`config.mk`:
```
export PLATFORM = sky130hd
export DESIGN_NAME = tiny_cache_ctrl
export DESIGN_NICKNAME = d
export VERILOG_FILES = /design/src/rtl/tiny_cache_ctrl.sv
export SDC_FILE = /design/constraint.sdc
export NUM_CORES = 1
export LEC_CHECK = 0
export CAP_MARGIN = 20
export CORE_MARGIN = 3
export CORE_UTILIZATION = 39
export CTS_CLUSTER_SIZE = 8
export DETAILED_ROUTE_END_ITERATION = 16
export GPL_TIMING_DRIVEN = 1
export SLEW_MARGIN = 5
export SYNTH_ARGS = -nofsm -noshare
export SYNTH_HDL_FRONTEND = slang
export SYNTH_SLANG_ARGS = --single-unit
```
`constraint.sdc`:
```
create_clock -name clk -period 6.6 [get_ports clk]
set_clock_uncertainty 0.05 [all_clocks]
set_input_delay 1.32 -clock clk [delete_from_list [all_inputs] [get_ports clk]]
set_output_delay 1.32 -clock clk [all_outputs]
set_load 0.02 [all_outputs]
```
`src/rtl/tiny_cache_ctrl.sv`:
```
// Direct-mapped, write-through, write-allocate cache controller.
// Performs the tag/valid lookup and drives a simple rd/wr/ack memory bus.
module tiny_cache_ctrl #(
    parameter int ADDR_W  = 8,
    parameter int DATA_W  = 8,
    parameter int INDEX_W = 4
) (
    input  logic              clk,
    input  logic              reset,
    input  logic              cpu_rd,
    input  logic              cpu_wr,
    input  logic              cpu_flush,
    input  logic [ADDR_W-1:0] cpu_addr,
    input  logic [DATA_W-1:0] cpu_wdata,
    output logic              active,
    output logic              response,
    output logic [2:0]        trans,
    output logic [ADDR_W-1:0] resp_addr,
    output logic [DATA_W-1:0] resp_data,
    output logic              memory_rd,
    output logic              memory_wr,
    output logic [ADDR_W-1:0] memory_address,
    output logic [DATA_W-1:0] memory_wdata,
    input  logic              memory_ack,
    input  logic [DATA_W-1:0] memory_rdata
);

    localparam int LINES = 1 << INDEX_W;

    localparam logic [2:0] TR_HIT   = 3'd4;
    localparam logic [2:0] TR_MISS  = 3'd5;
    localparam logic [2:0] TR_WRITE = 3'd6;
    localparam logic [2:0] TR_RESET = 3'd7;

    typedef enum logic [1:0] {IDLE, MEM_RD, MEM_WR, RESP} state_t;

    state_t              state_q,     state_d;
    logic                active_q,    active_d;
    logic                response_q,  response_d;
    logic [2:0]          trans_q,     trans_d;
    logic [ADDR_W-1:0]   resp_addr_q, resp_addr_d;
    logic [DATA_W-1:0]   resp_data_q, resp_data_d;
    logic                mem_rd_q,    mem_rd_d;
    logic                mem_wr_q,    mem_wr_d;
    logic [ADDR_W-1:0]   mem_addr_q,  mem_addr_d;
    logic [DATA_W-1:0]   mem_wdata_q, mem_wdata_d;
    logic [ADDR_W-1:0]   addr_q,      addr_d;
    logic [DATA_W-1:0]   wdata_q,     wdata_d;
    logic [LINES-1:0]    valid_q,     valid_d;

    // Tag and data arrays carry no reset; valid_q alone qualifies them.
    logic [ADDR_W-1:0]   tag_mem  [LINES];
    logic [DATA_W-1:0]   data_mem [LINES];

    logic                arr_we;
    logic [INDEX_W-1:0]  arr_idx;
    logic [ADDR_W-1:0]   arr_tag;
    logic [DATA_W-1:0]   arr_data;

    logic [INDEX_W-1:0]  idx_in;
    logic [INDEX_W-1:0]  idx_q;
    logic                hit;

    assign idx_in = cpu_addr[INDEX_W-1:0];
    assign idx_q  = addr_q[INDEX_W-1:0];
    assign hit    = valid_q[idx_in] && (tag_mem[idx_in] == cpu_addr);

    always_comb begin
        state_d     = state_q;
        active_d    = active_q;
        response_d  = 1'b0;
        trans_d     = 3'd0;
        resp_addr_d = '0;
        resp_data_d = '0;
        mem_rd_d    = mem_rd_q;
        mem_wr_d    = mem_wr_q;
        mem_addr_d  = mem_addr_q;
        mem_wdata_d = mem_wdata_q;
        addr_d      = addr_q;
        wdata_d     = wdata_q;
        valid_d     = valid_q;
        arr_we      = 1'b0;
        arr_idx     = idx_q;
        arr_tag     = addr_q;
        arr_data    = wdata_q;

        case (state_q)
            IDLE: begin
                active_d = 1'b0;
                if (cpu_flush || cpu_wr || cpu_rd) begin
                    addr_d   = cpu_addr;
                    wdata_d  = cpu_wdata;
                    active_d = 1'b1;
                end
                if (cpu_flush) begin
                    valid_d     = '0;
                    state_d     = RESP;
                    response_d  = 1'b1;
                    trans_d     = TR_RESET;
                    resp_addr_d = cpu_addr;
                end else if (cpu_wr) begin
                    // Allocate on write: the line is updated before memory sees it.
                    arr_we          = 1'b1;
                    arr_idx         = idx_in;
                    arr_tag         = cpu_addr;
                    arr_data        = cpu_wdata;
                    valid_d[idx_in] = 1'b1;
                    state_d         = MEM_WR;
                    mem_wr_d        = 1'b1;
                    mem_addr_d      = cpu_addr;
                    mem_wdata_d     = cpu_wdata;
                end else if (cpu_rd) begin
                    if (hit) begin
                        state_d     = RESP;
                        response_d  = 1'b1;
                        trans_d     = TR_HIT;
                        resp_addr_d = cpu_addr;
                        resp_data_d = data_mem[idx_in];
                    end else begin
                        state_d    = MEM_RD;
                        mem_rd_d   = 1'b1;
                        mem_addr_d = cpu_addr;
                    end
                end
            end
            MEM_RD: begin
                if (memory_ack) begin
                    // Refill silently replaces whatever line shared this index.
                    arr_we         = 1'b1;
                    arr_data       = memory_rdata;
                    valid_d[idx_q] = 1'b1;
                    mem_rd_d       = 1'b0;
                    mem_addr_d     = '0;
                    state_d        = RESP;
                    response_d     = 1'b1;
                    trans_d        = TR_MISS;
                    resp_addr_d    = addr_q;
                    resp_data_d    = memory_rdata;
                end
            end
            MEM_WR: begin
                if (memory_ack) begin
                    mem_wr_d    = 1'b0;
                    mem_addr_d  = '0;
                    mem_wdata_d = '0;
                    state_d     = RESP;
                    response_d  = 1'b1;
                    trans_d     = TR_WRITE;
                    resp_addr_d = addr_q;
                    resp_data_d = wdata_q;
                end
            end
            RESP: begin
                state_d  = IDLE;
                active_d = 1'b0;
            end
            default: begin
                state_d  = IDLE;
                active_d = 1'b0;
                mem_rd_d = 1'b0;
                mem_wr_d = 1'b0;
            end
        endcase
    end

    always_ff @(posedge clk or negedge reset) begin
        if (!reset) begin
            state_q     <= IDLE;
            active_q    <= 1'b0;
            response_q  <= 1'b0;
            trans_q     <= 3'd0;
            resp_addr_q <= '0;
            resp_data_q <= '0;
            mem_rd_q    <= 1'b0;
            mem_wr_q    <= 1'b0;
            mem_addr_q  <= '0;
            mem_wdata_q <= '0;
            addr_q      <= '0;
            wdata_q     <= '0;
            valid_q     <= '0;
        end else begin
            state_q     <= state_d;
            active_q    <= active_d;
            response_q  <= response_d;
            trans_q     <= trans_d;
            resp_addr_q <= resp_addr_d;
            resp_data_q <= resp_data_d;
            mem_rd_q    <= mem_rd_d;
            mem_wr_q    <= mem_wr_d;
            mem_addr_q  <= mem_addr_d;
            mem_wdata_q <= mem_wdata_d;
            addr_q      <= addr_d;
            wdata_q     <= wdata_d;
            valid_q     <= valid_d;
        end
    end

    always_ff @(posedge clk) begin
        if (arr_we) begin
            tag_mem[arr_idx]  <= arr_tag;
            data_mem[arr_idx] <= arr_data;
        end
    end

    assign active         = active_q;
    assign response       = response_q;
    assign trans          = trans_q;
    assign resp_addr      = resp_addr_q;
    assign resp_data      = resp_data_q;
    assign memory_rd      = mem_rd_q;
    assign memory_wr      = mem_wr_q;
    assign memory_address = mem_addr_q;
    assign memory_wdata   = mem_wdata_q;

endmodule

```
### Word-level counts from Yosys, hierarchy flattened

Memory sizes are Yosys's and may differ from the RTL's.
Cells that the tools add are included.

| operators by class | value |
|---|---|
| order comparisons | 4 |
| equality and inequality tests | 16 |
| multiplexer cells | 77 |
| bitwise operators | 2 |
| reductions and logical operators | 17 |

Operators by type and width:

| kind | count |
|---|---|
| $mux W8 | 24 |
| $pmux W8 S2 | 4 |
| $mux W16 | 3 |
| $or A16 B16 Y16 | 2 |
| $pmux W16 S2 | 1 |
| $pmux W8 S3 | 1 |
| $mux W1 | 20 |
| $mux W3 | 6 |
| $ne A2 B2 Y1 const B | 7 |
| $mux W4 | 3 |
| $lt A4 B5 Y1 const B | 2 |
| $mux W2 | 5 |
| $pmux W1 S2 | 5 |
| $ne A3 B3 Y1 const B | 3 |
| $pmux W3 S3 | 1 |
| $demux W1 S4 | 2 |
| $eq A8 B8 Y1 | 1 |
| $ge A4 B1 Y1 const B | 2 |
| $reduce_bool A2 Y1 | 4 |
| $pmux W2 S3 | 1 |
| $reduce_and A6 Y1 | 1 |
| $reduce_and A5 Y1 | 1 |
| $bmux W1 S4 | 1 |
| $eq A2 B2 Y1 const B | 2 |
| 10 further kinds | 14 |

| storage, ports and cells | value |
|---|---|
| register bits after elaboration | 73 |
| memory bits (writable) | 256 |
| output and inout bits | 39 |
| logic and storage cells | 131 |
| memories | 2 |

Memory list:

| name | depth | bits a word | read ports | clocked after Yosys merged registers in | wr ports | line | RTL |
|---|---|---|---|---|---|---|---|
| data_mem | 16 | 8 | 1 | 0 | 1 | 53 | `logic [DATA_W-1:0] data_mem [LINES];` |
| tag_mem | 16 | 8 | 1 | 0 | 1 | 52 | `logic [ADDR_W-1:0] tag_mem [LINES];` |

### Logic depth before layout (Yosys ltp)

Gate-level depths: netlist of the first run.

| depth | value |
|---|---|
| depth after elaboration | 8 |
| mapped depth | 13 |

### Worst setup path before layout of the first run

No wires, ideal clock.

| path | value |
|---|---|
| path type | input to register |
| from | input cpu_addr[1] |
| to | memory data_mem[13][0], enable pin |
| setup time | 409 ps |
| data arrival time | 3858 ps |
| required time | 6141 ps |
| path slack | 2282 ps |
| cell stages on the path | 8 |
| path through | buf_2 > buf_2 > buf_2 > buf_4 > buf_6 > mux2i_1 > inv_1 > nor3_1 |

| between the ends | value |
|---|---|
| longest elaborated chain between the ends | 3 |

RTL lines:

| element | line | RTL |
|---|---|---|
| from (decl) | 13 | `input logic [ADDR_W-1:0] cpu_addr,` |
| $mux W4 | 101 | `end else if (cpu_wr) begin` |
| $mux W4 | 95 | `if (cpu_flush) begin` |
| $mux W4 | 87 | `case (state_q)` |
| named net arr_idx[1] | 56 | `logic [INDEX_W-1:0] arr_idx;` |
| to (decl) | 53 |  |

The timed path passes the listed nets, and every way through them passes these cells.

### Worst setup path after layout of the first run

| path | value |
|---|---|
| from | input cpu_wr |
| to | memory tag_mem[1][2], enable pin |

| between the ends | value |
|---|---|
| elaborated cells between the ends (all ways) | 8 |

RTL lines:

| element | line | RTL |
|---|---|---|
| from (decl) | 11 | `input logic cpu_wr,` |
| $mux W4 | 101 |  |
| $mux W4 | 95 |  |
| $mux W4 | 87 |  |
| named net arr_idx[0] | 56 |  |
| to (decl) | 52 |  |

The timed path passes the listed nets, and every way through them passes these cells.

==> metrics.txt, run 1 <==
worst hold margin 0.432 ns; Final min period 4.58 ns; Slew headroom 0.286; antenna-violating nets left 0; Via-to-Cell Ratio 5.62; Routed wire per std cell 23.3 um; Detailed Route WL 31,600 um; Setup crit start kind input pin; commonest non-fill, non-tap cell in the layout edfxtp_1; met3 Track Usage GR 0.0351; WP data arrival 4.68 ns; clk sink count 329; CTS Hold Bufs 0; Die Footprint 37,200 um2; Hold Vio Cnt, Final 0; syn_nets 829; Critical Path Most Common Cell inv_1; power per cell area 428 nW/um2; prevailing post-synth register cell edfxtp_1; Core Area 34,000 um2; # port buffers 68; drt first pass iters 5; GR Util met2 0.263; Finished Layout Cells 1,352; CP peak stage delay 0.88 ns; FILL cells 2,891; layout cells sized above 1 0.197; GRT overflow 0; CP endpoint kind flop; period utilization 0.695; ys async rst share 0.222; Starting Density 0.401; clock slew seen by the registers of the worst setup and hold paths 0.05 ns; most frequent cells in the layout edfxtp_1, dfrtp_1, clkdlybuf4s50_1, mux4_2, clkbuf_16; gr busiest metal met2; first-pass GRT wire length 48,300 um; # Max-Cap Violations 0; Synth Cell Area 13,600 um2; Syn Area/Cell 17.1 um2; worst path cell trace clkdlybuf4s50_1 -> inv_1 -> nor2_1 -> nand2_1 -> mux2i_1 -> inv_1 -> nand3_1 -> nor2_2; gr usage total 0.173; row count 67; placed instance count 1,279; Max Freq 218 MHz; EDFF count, synth 256; Yosys Warn Count 0; Power Total 6.84 mW; GPL Wtd Cong 0.783; outcome completed; area grow syn2layout 17.5%; worst ir drop on vdd 0.251 mV; CTS tree done; GR Util met1 0.256; Worst-Skew Late Latency 0.54 ns; antenna cells 0; slowest CP cell nor2_2; Clock Path Buffers 3; largest net degree at the start of global routing 74; Netlist cell types 67; # H-tree levels 2; RSZ-0062 raised after global routing no; # IOs 69; worst slew pin tran 1.07 ns; Final Util 0.471; Initial DRC Count 717; initial antenna violation count 1; WP data required 6.70 ns; Mapped Cells 794; setup violators final 0; sequential share of the synthesized area 0.699; Residual DRC 0; Die Span Y 193 um; vias 7,598; worst-path fanout max 20; cts repair resizes 0; Detail Placement HPWL 20,100 um; Die W 193 um; Num CTS Buffers 47; post-CTS setup buffer count 0; root buffer cell clkbuf_16; Final #Nets 916; Slew Limit Fails 0; setup TNS 0 ns; Static Leak 5.67 nW; worst hold-check path type reg2reg; WS Path Type in2reg; vias in the first global route 7,605; Synth Register Bits 329
power by group:
| group | internal [mW] | switching [mW] |
|---|---|---|
| clock | 1.30 | 0.851 |
| sequential | 2.86 | 0.156 |
| combinational | 0.580 | 1.09 |
| total | 4.75 | 2.09 |
layer usage:
layer / up-vias / part of all wire / routed length, um
li1: 3323 / - / -
met1: 3930 / 0.45 / 14200
met2: 299 / 0.46 / 14500
met3: 46 / 0.070 / 2200
met4: 0 / 0.021 / 653
met5: - / 0 / 0
through the flow:
| step | setup WS [ns] | instance area (um2) |
|---|---|---|
| global route | 1.69 | 16000 |
| detailed placement | 1.39 | 14700 |
| CTS | 1.94 | 16000 |
| global placement | 1.51 | 14700 |
| floorplan | 2.28 | 13600 |
| finish | 2.02 | 16000 |
path summary, 6_finish.rpt:
path                                   startpoint                            end  slack, ns  depth (start not counted)
max reg2reg                state_q[0]$_DFFE_PN0P_        tag_mem[1][2]$_DFFE_PP_       2.58                          7
min                         memory_wr$_DFFE_PN0P_          memory_wr$_DFFE_PN0P_       0.43                          1
min in group asynchronous                   reset  memory_address[6]$_DFFE_PN0P_       0.86                          1
max in group asynchronous                   reset         resp_data[1]$_DFF_PN0_       5.05                          1
min reg2reg                 memory_wr$_DFFE_PN0P_          memory_wr$_DFFE_PN0P_       0.43                          1
max                                        cpu_wr        tag_mem[1][2]$_DFFE_PP_       2.02                          8
cell usage after synthesis (3+ instances only):
cell type,count,area share
mux2_2,17,0.014
edfxtp_1,256,0.56
o32ai_1,4,0.0026
nor3_1,9,0.0033
inv_1,31,0.0086
buf_2,8,0.0029
mux2i_1,22,0.016
nor2b_1,8,0.0037
a22o_1,17,0.011
a22oi_1,10,0.0055
and2_1,3,0.0014
xnor2_1,6,0.0039
nand2_1,41,0.011
or2_2,4,0.0018
nand3b_1,4,0.0022
a222oi_1,8,0.0059
buf_6,11,0.0091
nand2b_1,7,0.0032
o22ai_1,25,0.011
nand3_1,11,0.0040
clkbuf_1,15,0.0041
a21oi_1,23,0.0085
mux4_1,8,0.015
nor2_1,44,0.012
buf_4,3,0.0017
ha_1,5,0.0046
mux4_2,54,0.089
a22o_2,8,0.0059
dfrtp_1,73,0.13
a211oi_1,3,0.0017
o21ai_0,9,0.0033
final cells by class:
class                           count  area [um2]  share of cell area
Sequential cell                   329        9510               0.595
Clock inverter                      4        63.8             0.00399
Inverter                           31         116             0.00728
Timing Repair Buffer               81         778              0.0487
Clock buffer                       68        1250              0.0785
Tap cell                          448         561              0.0351
Multi-Input combinational cell    391        3700               0.231
logic make-up (layout without fill, tap and decap cells):
| logic type | count (synthesis) | after routing | synth area share |
|---|---|---|---|
| AO/OA/AOI/OAI | 132 | 132 | 0.0723 |
| XOR/XNOR | 7 | 7 | 0.00451 |
| adder cells (fa/ha/maj) | 5 | 5 | 0.00460 |
| buffers and inverters | 74 | 184 | 0.0326 |
| flip-flops | 329 | 329 | 0.699 |
| multiplexers | 101 | 101 | 0.135 |
| AND/OR/NAND/NOR | 146 | 146 | 0.0518 |
flip-flops by register name (all words and copies together), names as in the netlist:
name,flops
wdata_q,8
state_q,2
memory_wdata,8
tag_mem,128
active,1
data_mem,128
addr_q,8
memory_rd,1
memory_wr,1
memory_address,8
trans,3
resp_data,8
response,1
valid_q,16
resp_addr,8
worst max-delay path: cells and delay by family:
family | cells | cell delay, ns
AND/OR/NAND/NOR | 4 | 1.72
buffers and inverters | 3 | 1.30
multiplexers | 1 | 0.33
Note: power is estimated with default switching activity, not from simulation.
==> run 2, diff against run 1 <==
clock period = 3.8 ns   (was 6.6 ns; I/O delays follow)
==> run 2 against run 1 <==
Sequential power is 73% higher. Register-to-register slack worse by 1.7 ns. Design area up 3.2%. Power increased by 74%. Utilization up 1.5 points. Sequential share of layout area decreased by 1.9 points. Clock power is 69% higher. Final cell count increased by 4.0%. Critical path depth increased by 2. Combinational power increased by 81%. Non-clock buffer count grew 62. Routed wire length rose by 1.0%. Largest cell class unchanged. Largest power group unchanged.
==> metrics.txt, run 2 (synthesis gave the netlist of run 1 again) <==
commonest non-fill, non-tap cell in the layout edfxtp_1; CTS Hold Bufs 0; Finished Layout Cells 1,406; antenna-violating nets left 0; vias 7,695; setup violators final 0; drt first pass iters 5; # port buffers 68; outcome completed; Die Span Y 193 um; placed instance count 1,341; clk sink count 329; GRT overflow 0; Die W 193 um; most frequent cells in the layout edfxtp_1, dfrtp_1, buf_4, clkdlybuf4s50_1, mux4_2; FILL cells 2,881; worst hold-check path type in2async; WL met2 15,500 um; CP endpoint kind flop; Static Leak 5.99 nW; Hold Vio Cnt, Final 0; WP data arrival 3.60 ns; row count 67; GPL Wtd Cong 0.818; Residual DRC 0; routed length on met3 2200 um; area grow syn2layout 21.3%; Final #Nets 978; setup TNS 0 ns; worst-path fanout max 8; WP data required 4.21 ns; cts repair resizes 0; CTS tree done; Slew Limit Fails 0; clock slew seen by the registers of the worst setup and hold paths 0.05 ns; Via-to-Cell Ratio 5.47; # H-tree levels 2; RSZ-0062 raised after global routing no; Routed wire per std cell 22.7 um; Clock Path Buffers 3; worst slew pin tran 1.09 ns; root buffer cell clkbuf_16; Detail Placement HPWL 21,100 um; post-CTS setup buffer count 0; Slew headroom 0.276; antenna cells 0; top flop regs data_mem x128, tag_mem x128, valid_q x16; Starting Density 0.401; # Max-Cap Violations 0; Worst-Skew Late Latency 0.54 ns; Detailed Route WL 31,900 um; Max Freq 314 MHz; Final min period 3.19 ns; largest net degree at the start of global routing 74; period utilization 0.838; initial antenna violation count 0; Num CTS Buffers 47; vias in the first global route 7,885; Setup crit start kind input pin; worst ir drop on vdd 0.426 mV; gr usage total 0.176; # IOs 69; Die Footprint 37,200 um2; Initial DRC Count 596; Routed met1 length 13,600 um; first-pass GRT wire length 48,900 um; Core Area 34,000 um2; power per cell area 721 nW/um2; max layer used met4; WS Path Type in2reg; layout cells sized above 1 0.251
[run 2: cell types whose count changed in the layout (fill, tap and decap cells not counted)]
cell | before | now
buf_4 | 15 | 70
clkbuf_1 | 21 | 13
buf_12 | 0 | 7
buf_6 | 0 | 1
buf_8 | 1 | 0
o21ai_0 | 8 | 9
o21ai_1 | 2 | 1
[run 2: power breakdown]
| part | internal, mW | switching [mW] | total, mW |
|---|---|---|---|
| logic | 1.16 | 1.87 | 3.03 |
| registers | 4.96 | 0.251 | 5.21 |
| clock network | 2.23 | 1.43 | 3.66 |
[run 2: layout make-up]
cell class	count	area (um2)	area share
Sequential cell	329	9510	0.576
Multi-Input combinational cell	391	3700	0.224
Timing Repair Buffer	143	1330	0.0804
Clock buffer	60	1220	0.0742
Tap cell	448	561	0.0340
Inverter	31	116	0.00705
Clock inverter	4	63.8	0.00387
[run 2: path summary, 6_finish.rpt]
path	cells past startpoint	slack (ns)	end	start
worst max-delay path	10	0.61	memory_address[1]$_DFFE_PN0P_	cpu_addr[2]
worst min-delay path	1	0.32	memory_address[5]$_DFFE_PN0P_	reset
worst max register to register	6	0.87	data_mem[10][0]$_DFFE_PP_	state_q[1]$_DFFE_PN0P_
worst min register to register	1	0.42	memory_wr$_DFFE_PN0P_	memory_wr$_DFFE_PN0P_
max in group asynchronous	1	2.79	memory_address[3]$_DFFE_PN0P_	reset
min in group clk	1	0.42	memory_wr$_DFFE_PN0P_	memory_wr$_DFFE_PN0P_
[run 2: layer usage]
| layer | up-vias | GRT usage |
|---|---|---|
| li1 | 3440 | - |
| met1 | 3935 | 0.241 |
| met2 | 274 | 0.291 |
| met3 | 46 | 0.0331 |
| met4 | 0 | 0.0451 |
| met5 | - | 0 |
[run 2: critical path, cell delays in order]
cell and delay [ns]:
clkdlybuf4s50_1 0.49, inv_1 0.38, buf_4 0.20, mux2i_1 0.33
xnor2_1 0.10, nor4b_1 0.35, a21oi_2 0.18, o31ai_2 0.30
or2_1 0.30, a22o_1 0.18
[run 2: per-stage QoR]
stage | hold slack [ns] | setup slack, ns | utilization | cell area [um2] | power, mW
after global routing | 0.393 | 0.493 | 0.486 | 16500 | 12.5
after CTS | 0.338 | 0.636 | 0.486 | 16500 | 12.0
final | 0.323 | 0.614 | 0.486 | 16500 | 11.9
after detailed placement | 0.417 | 0.0880 | 0.448 | 15200 | 8.34
after floorplan | 0.405 | 0.0424 | - | 13600 | 7.01
after global placement | 0.410 | 0.163 | 0.448 | 15200 | 8.27
==> run 3, diff against run 2 <==
clock period = 3.25 ns   (was 3.8 ns; I/O delays follow)
==> run 3 against run 2 <==
Worst hold slack lost 0.11 ns. Utilization grew 1.1 points. Design area grew 2.3%. Worst setup slack worse by 0.35 ns. Via count increased by 1.9%. Power is 19% higher. Clock-buffer cell count rose by 3. First-iteration DRC count rose by 15%. Die area did not move. Non-clock buffer count up 44. Routed wire length grew 0.65%. Largest power group unchanged. Register-to-register slack got worse by 0.43 ns.
==> metrics.txt, run 3 (synthesis gave the netlist of run 1 again) <==
root buffer cell clkbuf_16; setup TNS 0 ns; Setup crit start kind input pin; worst hold margin 0.214 ns; GPL Wtd Cong 0.811; CTS Hold Bufs 0; Static Leak 6.24 nW; post-CTS setup buffer count 0; clock slew seen by the registers of the worst setup and hold paths 0.06 ns; slowest CP cell clkdlybuf4s50_1; Final Util 0.497; worst path cell trace clkdlybuf4s50_1 -> inv_1 -> buf_4 -> mux2i_1 -> buf_4 -> xor2_1 -> a21oi_1 -> or3b_1 -> buf_4 -> nor2_1 -> nand3_1 -> a211oi_1; layout cells sized above 1 0.283; CP peak stage delay 0.47 ns; outcome completed; clk sink count 329; CTS tree done; commonest non-fill, non-tap cell in the layout edfxtp_1; Detail Placement HPWL 21,800 um; CP endpoint kind flop; placed instance count 1,386; fin area 16,900 um2; placed cell areas 15,600 um2; Final min period 2.99 ns; vias in the first global route 8,167; Routed wire per std cell 22.1 um; WP data required 3.62 ns; row count 67; Slew Limit Fails 0; power per cell area 840 nW/um2; Power Total 14.2 mW; setup violators final 0; WP data arrival 3.36 ns; Initial DRC Count 688; Die Span Y 193 um; cts repair resizes 0; WS Path Type in2reg; first-pass GRT wire length 49,500 um; largest net degree at the start of global routing 74; Worst-Skew Late Latency 0.54 ns; # Max-Cap Violations 0; worst hold-check path type in2async; Max Freq 335 MHz; most frequent cells in the layout edfxtp_1, buf_4, dfrtp_1, clkdlybuf4s50_1, mux4_2; Residual DRC 0; Critical Path Most Common Cell buf_4; period utilization 0.918; worst slew pin tran 0.921 ns; drt first pass iters 7; Hold Vio Cnt, Final 0; Die W 193 um; vias 7,841; worst-path fanout max 6; GRT overflow 0; # H-tree levels 2; FILL cells 2,810; worst ir drop on vdd 0.446 mV; Slew headroom 0.386; # IOs 69; Die Footprint 37,200 um2; area grow syn2layout 24.1%; final setup margin 0.265 ns; initial antenna violation count 0; Finished Layout Cells 1,451; Post-Place Setup Slack -0.215 ns; antenna cells 0; worst reg2reg path depth 10; Detailed Route WL 32,100 um; Final #Nets 1,022; Num CTS Buffers 47; Starting Density 0.401; # port buffers 68; Clock Path Buffers 3; gr usage total 0.176; antenna-violating nets left 0; RSZ-0062 raised after global routing no; top flop regs data_mem x128, tag_mem x128, valid_q x16; Via-to-Cell Ratio 5.40; Core Area 34,000 um2
## run 3: path summary, 6_finish.rpt
path | from | endpoint | slack [ns]
worst max-delay path | cpu_addr[2] | trans[2]$_DFF_PN0_ | 0.26
max in group asynchronous | reset | resp_data[0]$_DFF_PN0_ | 2.34
min in group clk | memory_wr$_DFFE_PN0P_ | memory_wr$_DFFE_PN0P_ | 0.42
worst max register to register | tag_mem[4][0]$_DFFE_PP_ | trans[2]$_DFF_PN0_ | 0.44
worst min register to register | memory_wr$_DFFE_PN0P_ | memory_wr$_DFFE_PN0P_ | 0.42
worst min-delay path | reset | valid_q[13]$_DFFE_PN0P_ | 0.21
## run 3: report_power, final
group | switching [mW] | internal (mW)
Sequential | 0.303 | 5.80
Clock | 1.64 | 2.77
Combinational | 2.21 | 1.46
Total | 4.15 | 10.0
## run 3: worst max-delay path: cells and delay by family
kind	cells	cell delay, ns
mux	1	0.32
compound gates	2	0.36
simple gates	3	0.66
buf+inv	5	1.17
xor+xnor	1	0.18
## run 3: layer usage
metal	share of wire	vias to the layer above	GRT usage
li1	-	3531	-
met1	0.44	4017	0.241
met2	0.50	251	0.298
met3	0.050	42	0.0242
met4	0.017	0	0.0460
met5	0	-	0
## run 3: area by class of cell
type,instances,area [um2],share of cell area
inverters,31,116,0.00689
multi-input cells,391,3700,0.219
flip-flops and latches,329,9510,0.563
well taps,448,561,0.0332
clock buffers,63,1280,0.0757
clock inverters,2,50.0,0.00296
repair buffers,187,1670,0.0987
==> variant (settings of run 3) <==
`ADDR_W`: 8 -> 7.
--- a/src/rtl/tiny_cache_ctrl.sv
+++ b/src/rtl/tiny_cache_ctrl.sv
@@ -2,5 +2,5 @@
 // Performs the tag/valid lookup and drives a simple rd/wr/ack memory bus.
 module tiny_cache_ctrl #(
-    parameter int ADDR_W  = 8,
+    parameter int ADDR_W  = 7,
     parameter int DATA_W  = 8,
     parameter int INDEX_W = 4
Ports: changed (resized cpu_addr, memory_address and resp_addr); port bits go from 69 to 66. The function was not compared with the original's and may differ.
==> variant against run 3 <==
- non-clock buffer count is 27 lower
- synthesized area is 5.6% lower
- first-iteration DRC count is 19% lower
- power is 6.1% lower
- wire length is 6.1% lower
- global-route usage is 0.33 points lower
- worst setup slack worse by 0.12 ns
- via count is 5.4% lower
- critical endpoint is now memory_address[3]$_DFFE_PN0P_
- critical path depth is 3 lower
- highest routed layer unchanged
- sequential power is 5.7% lower
- critical path type unchanged
- combinational power is 4% lower
- sequential cell count is 19 lower
- count of clock-buffer cells in the layout is 8 lower
- final area is 6.0% lower
==> variant: results (changes against run 3) <==
Status
  • Result of the run: completed (unchanged)

Global routing
  • Pin count of the biggest net entering global routing: 71 (was 74)
  • GRT Util Overall: 17.3% (was 17.6%)
  • Met1 track demand over resource in global routing: 24.2% (was 24.1%)
  • Via count of the first global-routing pass: 7,638 (was 8,167)

Layout
  • Largest registers ranked by flip-flop count: data_mem (128), tag_mem (112), valid_q (16) (was data_mem (128), tag_mem (128), valid_q (16))
  • # nets final: 965 (was 1,022)
  • Filler cell count: 2,680 (was 2,810)
  • Share of final-layout standard cells stronger than drive strength 1: 25.8% (was 28.3%)

Logic synthesis
  • Area contributors post-synth: sky130_fd_sc_hd__edfxtp_1 (56%), sky130_fd_sc_hd__dfrtp_1 (14%), sky130_fd_sc_hd__mux4_2 (8.8%), sky130_fd_sc_hd__mux2_2 (2.1%), sky130_fd_sc_hd__mux2i_1 (1.5%) (was sky130_fd_sc_hd__edfxtp_1 (56%), sky130_fd_sc_hd__dfrtp_1 (13%), sky130_fd_sc_hd__mux4_2 (8.9%), sky130_fd_sc_hd__mux2i_1 (1.6%), sky130_fd_sc_hd__mux4_1 (1.5%))
  • Async set or reset register ratio after synthesis: 22.6% (was 22.2%)
  • Post-Synth XOR/XNOR Area: 0.273% (was 0.451%)
  • Sequential cell area fraction in the yosys report: 69.7% (was 69.9%)
  • Synth Area in Compound Gates: 6.02% (was 7.23%)
  • Distinct cells, synth: 63 (was 67)
  • Top cell types by occurrence after synthesis: sky130_fd_sc_hd__edfxtp_1 (240), sky130_fd_sc_hd__dfrtp_1 (70), sky130_fd_sc_hd__mux4_2 (50) (was sky130_fd_sc_hd__edfxtp_1 (256), sky130_fd_sc_hd__dfrtp_1 (73), sky130_fd_sc_hd__mux4_2 (54))

Placement
  • RD Place Congestion: 0.834 (was 0.811)
  • Number of input and output port buffers inserted: 65 (was 68)
  • Total cell area at the placement stage: 14,700 sq um (was 15,600 sq um)
  • DPL Wire Length: 20.4 mm (was 21.8 mm)
  • Worst slack at placement: -0.391 ns (was -0.215 ns)

Detailed routing
  • Total via count in the routed design: 7,421 (was 7,841)
  • Routed met2 length: 14.4 mm (was 15.9 mm)
  • Routed met3 length: 1.74 mm (was 1.62 mm)
  • Drt first-iter violations: 559 (was 688)
  • Number of iterations in the first detailed-routing pass: 8 (was 7)
  • Wire length on met1: 13.4 mm (was 14.0 mm)

Power and ir drop
  • Worst supply voltage drop on vdd: 0.000402 V (was 0.000446 V)

Timing
  • Headroom to the max-slew limit: 31.5% (was 38.6%)

Setup path
  • Largest fanout on the critical path: 7 (was 6)
-- variant: changes by cell type after synthesis, sizes merged, moves of 4 or more --
cell	delta
nand2	-5
nand4b	+7
a22o	-14
a21oi	+5
nor2b	+10
inv	-8
mux4	-7
mux2	+15
nor2	-4
nor3b	+6
o21ai	-7
o32ai	-5
edfxtp	-16
-- variant: final cells by class --
cell class	instances	area [sq um]	share of cell area (%)
Sequential cell	310	8960	56.5
Inverter	23	86.3	0.544
Clock inverter	4	70.1	0.442
Timing Repair Buffer	160	1430	9.01
Multi-Input combinational cell	392	3630	22.9
Tap cell	435	544	3.43
Clock buffer	55	1140	7.20
-- variant: metrics by stage --
| step | TNS (ns) | hold slack, ns |
|---|---|---|
| 6_report | 0 | 0.182 |
| 5_1_grt | 0 | 0.235 |
| 4_1_cts | 0 | 0.207 |
| 3_5_place_dp | -21.40 | 0.420 |
| 3_3_place_gp | -16.12 | 0.411 |
| 2_1_floorplan | -17.11 | 0.304 |
-- variant: kinds of logic (layout without fill, tap and decap cells) --
family / after synthesis / in the layout
DFF: 310 / 310
and+or+nand+nor: 165 / 165
AOI/OAI and AO/OA: 112 / 112
muxes: 106 / 106
buffers and inverters: 65 / 242
adders and majority gates: 5 / 5
xor gates and xnor gates: 4 / 4
-- variant: critical path, stage by stage --
cell and delay (ns):
sky130_fd_sc_hd__clkdlybuf4s50_1 0.48, sky130_fd_sc_hd__buf_4 0.15, sky130_fd_sc_hd__mux4_1 0.28, sky130_fd_sc_hd__mux4_2 0.54, sky130_fd_sc_hd__xnor2_1 0.16, sky130_fd_sc_hd__nand4_1 0.12
sky130_fd_sc_hd__or3_4 0.36, sky130_fd_sc_hd__a31o_1 0.36, sky130_fd_sc_hd__mux2_4 0.34
-- variant: worst paths after layout --
| check | start | end | slack (ns) | cells past startpoint |
|---|---|---|---|---|
| worst max register to register | tag_mem[11][5]$_DFFE_PP_ | memory_address[3]$_DFFE_PN0P_ | 0.28 | 7 |
| worst max-delay path | cpu_addr[2] | memory_address[3]$_DFFE_PN0P_ | 0.15 | 9 |
| worst min register to register | memory_wr$_DFFE_PN0P_ | memory_wr$_DFFE_PN0P_ | 0.42 | 1 |
| min in group clk | memory_wr$_DFFE_PN0P_ | memory_wr$_DFFE_PN0P_ | 0.42 | 1 |
| worst min-delay path | reset | valid_q[9]$_DFFE_PN0P_ | 0.18 | 1 |
| max in group asynchronous | reset | resp_addr[3]$_DFF_PN0_ | 2.40 | 1 |
-- variant: report_power, final --
part	switching, uW	total [uW]	internal [uW]
Clock	1600	4050	2450
Combinational	2130	3520	1380
Sequential	286	5750	5460
Total	4020	13300	9290
